File: src/rtl/kbd_event_fifo.sv
// Captures keyboard/mouse words from a ready/retrieved upstream handshake into a FWFT FIFO.
// A word is written the cycle after it is sampled; a full FIFO holds the word off upstream and flags overrun.
module kbd_event_fifo #(
  parameter int DEPTH = 8,
  parameter int AW    = 3
) (
  input  logic          clk,
  input  logic          reset,
  input  logic          kb_data_ready,
  input  logic          kb_is_mouse,
  input  logic [15:0]   kb_data,
  output logic          kb_data_retrieved,
  input  logic          mouse_enable,
  output logic          out_valid,
  output logic [15:0]   out_data,
  output logic          out_is_mouse,
  input  logic          out_ready,
  output logic [AW:0]   fifo_count,
  output logic          irq,
  output logic          overrun,
  input  logic          overrun_clr
);

  typedef enum logic [1:0] {IDLE, ACK, WAIT_LOW} state_t;

  localparam logic [AW:0]   CNT_ONE  = 1;
  localparam logic [AW:0]   CNT_FULL = DEPTH[AW:0];
  localparam logic [AW-1:0] PTR_ONE  = 1;

  state_t        state, state_nxt;
  logic [16:0]   mem [DEPTH];
  logic [AW-1:0] wr_ptr, rd_ptr;
  logic          full, take, push, pop, ovr_evt;

  // Full is judged on the pre-pop count, so a simultaneous pop never lets a held-off word in.
  assign full = (fifo_count == CNT_FULL);
  assign pop  = out_valid & out_ready;
  assign push = take & ~(kb_is_mouse & ~mouse_enable);

  always_comb begin
    state_nxt = state;
    take      = 1'b0;
    ovr_evt   = 1'b0;
    case (state)
      IDLE: begin
        if (kb_data_ready) begin
          if (full) begin
            ovr_evt = 1'b1;
          end else begin
            take      = 1'b1;
            state_nxt = ACK;
          end
        end
      end
      ACK:      state_nxt = WAIT_LOW;
      WAIT_LOW: if (!kb_data_ready) state_nxt = IDLE;
      default:  state_nxt = IDLE;
    endcase
  end

  always_ff @(posedge clk) begin
    if (reset) begin
      state             <= IDLE;
      wr_ptr            <= '0;
      rd_ptr            <= '0;
      fifo_count        <= '0;
      kb_data_retrieved <= 1'b0;
      overrun           <= 1'b0;
    end else begin
      state             <= state_nxt;
      kb_data_retrieved <= take;
      if (push) wr_ptr <= wr_ptr + PTR_ONE;
      if (pop)  rd_ptr <= rd_ptr + PTR_ONE;
      case ({push, pop})
        2'b10:   fifo_count <= fifo_count + CNT_ONE;
        2'b01:   fifo_count <= fifo_count - CNT_ONE;
        default: fifo_count <= fifo_count;
      endcase
      overrun <= ovr_evt | (overrun & ~overrun_clr);
    end
  end

  always_ff @(posedge clk) begin
    if (!reset && push) mem[wr_ptr] <= {kb_is_mouse, kb_data};
  end

  assign out_valid                = (fifo_count != '0);
  assign irq                      = out_valid;
  assign {out_is_mouse, out_data} = mem[rd_ptr];

endmodule

File: config.mk
export PLATFORM = sky130hd
export DESIGN_NAME = kbd_event_fifo
export DESIGN_NICKNAME = d
export VERILOG_FILES = /design/src/rtl/kbd_event_fifo.sv
export SDC_FILE = /design/constraint.sdc
export NUM_CORES = 1
export LEC_CHECK = 0
export ABC_AREA = 1
export BUFFER_PORTS_ARGS = -buffer_cell sky130_fd_sc_hd__clkbuf_2
export CAP_MARGIN = 20
export CORE_MARGIN = 2
export CORE_UTILIZATION = 55
export CTS_BUF_LIST = sky130_fd_sc_hd__clkbuf_8
export CTS_CLUSTER_SIZE = 30
export DETAILED_ROUTE_END_ITERATION = 8
export PLACE_DENSITY_LB_ADDON = 0.15
export SLEW_MARGIN = 10
export SYNTH_ARGS = -nofsm -noshare
export SYNTH_HDL_FRONTEND = slang
export SYNTH_SLANG_ARGS = --single-unit
File: constraint.sdc
create_clock -name clk -period 2.65 [get_ports clk]
set_input_delay 0.53 -clock clk [delete_from_list [all_inputs] [get_ports clk]]
set_output_delay 0.53 -clock clk [all_outputs]
set_load 0.01 [all_outputs]
==> metrics.cfg <==
[route]
drc = 0
first_pass_iters = 4
via_per_inst = 5.34
finalWirelength_um = 12500
drt_iter0_drc = 301
route.vias.total = 4035
ant_nets = 0
wl_per_cell_um = 16.6

[cells_and_area]
nets = 633
drive_gt1_share_pct = 16.1
fin_area_mm2 = 0.00700
n_antenna_cell = 0
area_growth_pct = 13.2

[critical_path]
cp_cell_sequence = inv_2, buf_4, o21ai_0, o21ai_1, nand2_1, nand2_1, clkbuf_2
startpoint_type = flop
crit_arrival_ns = 1.92
worstPathMaxFanout = 40
crit_type = reg -> out
end_kind = output port
cp_slowest_cell = dfxtp_4
cp.required_ns = 2.12
slowest_delay_ns = 0.44
crit_top_cell = nand2_1

[global_routing]
grt_usage_pct = 22.6
overflow = 0
grt_pass1_vias = 3947
grt_pass1_wl_um = 19800
grt_max_degree = 69
antenna_found_initial = 0

[timing]
rsz0062_at_grt = false
slew_headroom_pct = 48.8
min_period_ns = 2.45
fin_crit_sh_pct = 92.3
worst-slew-pin-transition_ns = 0.763
max_clock_freq_mhz = 409
finalHoldViolCount = 0
drv_slew = 0
fin_worst_skew_ns = 0.00811
final.setup.tns_ns = 0
finalSetupViolCount = 0

[clock_tree]
clk_latency_ns = 0.44
cts_max_level = 4
clk_pin_slew_ns = 0.07
postCtsResizedCells = 0
root_buffer = clkbuf_8
hold_buffers = 0
post-cts-setup-buffer-count = 0
clock_sinks = 153
tritoncts = yes
cts_buffers = 17
clk_path_buf_depth = 2

[yosys]
syn_nets = 569
synth-seq-cells = 153
synth_area_mm2 = 0.00618
synth_area_per_cell_um2 = 11.4
synth-warning-count = 0
synth_ff_type = edfxtp_1
synth_edf_count = 136
ys_async_sr_fraction_pct = 0
syn_inst = 540
synth_cell_type_count = 25
seq_area_frac_synth_pct = 71.6

[placed_design]
hpwl_um = 7540
globalplace.congestion = 0.765
dpl_cell_area_mm2 = 0.00662
port-buffer-count = 47

[flow_run]
maxCapViolCount = 0

[status]
status = complete, no violations

[floorplan]
die_x_um = 110
rows = 38
fp.dieH_um = 110
pin_count = 48
start_util_pct = 56.8
core-area_mm2 = 0.0109
dieArea_mm2 = 0.0121

[power]
pwr_density_cell_mw_per_mm2 = 895
ir_drop_mv = 0.437
p_total_mw = 6.26
leakagePower_nw = 2.63

[hold_path]
hold_path_class = in -> reg

## synth_stat cells, types with 2 or more instances
master	number	area share [%]
edfxtp_1	136	66
nor2_1	125	7.6
nand2_1	79	4.8
o21ai_0	69	5.6
o21ai_1	38	3.1
inv_1	18	1.1
dfxtp_1	17	5.5
a21oi_1	8	0.65
clkbuf_1	7	0.43
nand3_1	7	0.57
buf_2	6	0.49
buf_6	6	1.1
ha_1	5	1.0
buf_4	3	0.36
nand4_1	3	0.30
clkbuf_2	2	0.16
clkinv_1	2	0.12
nor3_1	2	0.16
## state kept, by name, indices dropped and copies added (netlist names), named ones only
| name | flops |
|---|---|
| state | 2 |
| kb_data_retrieved | 1 |
| wr_ptr | 3 |
| fifo_count | 4 |
| mem | 136 |
| rd_ptr | 3 |
| overrun | 1 |
## cell families (layout without fill, tap and decap cells)
logic type | count (synthesis) | count (layout) | synth area share (%)
AOI/OAI and AO/OA | 115 | 115 | 9.31
xor gates and xnor gates | 2 | 2 | 0.283
adders and majority gates | 6 | 6 | 1.34
buffers and inverters | 46 | 121 | 3.87
DFF | 153 | 153 | 71.6
and+or+nand+nor | 218 | 218 | 13.6
## per-layer routing
metal	wire [µm]	track usage (%)	vias to the layer above	part of all wire, %
met1	5680	30.6	1937	45
met2	6120	35.1	89	49
met4	208	9.31	0	1.7
li1	-	-	1992	-
met3	505	6.00	17	4.0
met5	0	0	-	0
## area by class of cell
class / count / area (µm²)
Sequential cell: 153 / 4430
Fill cell: 836 / 3890
Multi-Input combinational cell: 341 / 1520
Timing Repair Buffer: 70 / 420
Clock buffer: 17 / 234
Tap cell: 140 / 175
Clock inverter: 13 / 140
Inverter: 21 / 78.8
## report_power, final
group	total (mW)	internal (mW)	switching [mW]	leakage, nW
registers	2.84	2.74	0.100	1.37
clock network	1.70	0.899	0.796	0.200
logic	1.73	0.623	1.11	1.07
total	6.26	4.26	2.00	2.63
## critical path: cells and delay by family (launching register included)
family | cells | cell delay (ns)
AOI/OAI and AO/OA | 2 | 0.26
and+or+nand+nor | 2 | 0.17
DFF | 1 | 0.44
buffers and inverters | 3 | 0.61
## stage by stage
stage / util, % / hold WS [ns] / setup slack (ns) / std cells
floorplan: - / 0.437 / 0.525 / 540
global placement: 60.8 / 0.454 / 0.326 / 725
detailed placement: 60.8 / 0.460 / 0.245 / 725
CTS: 64.2 / 0.314 / 0.0359 / 755
global route: 64.3 / 0.316 / 0.0242 / 755
finish: 64.3 / 0.341 / 0.204 / 755
## cell usage in the layout (no fill, tap or decap), drive strengths merged
master,instances
clkbuf,64
bufinv,3
nand3,7
nor2,125
xor2,1
clkinv,8
nor3,2
a21oi,8
ha,5
nand2,79
nand3b,1
o21ai,107
nand4,3
inv,22
dfxtp,17
edfxtp,136
fa,1
clkinvlp,1
or2,1
buf,23
xnor2,1
## path summary, 6_finish.rpt
check	start	to	slack [ns]	depth (start not counted)
setup / recovery	flop	out_data[13]	0.20	7
hold / removal	overrun_clr	overrun	0.34	4
setup reg to reg	state[0]	fifo_count[3]	0.50	11
hold reg to reg	state[1]	state[1]	0.47	1
Note: power is estimated with default switching activity, not from simulation.
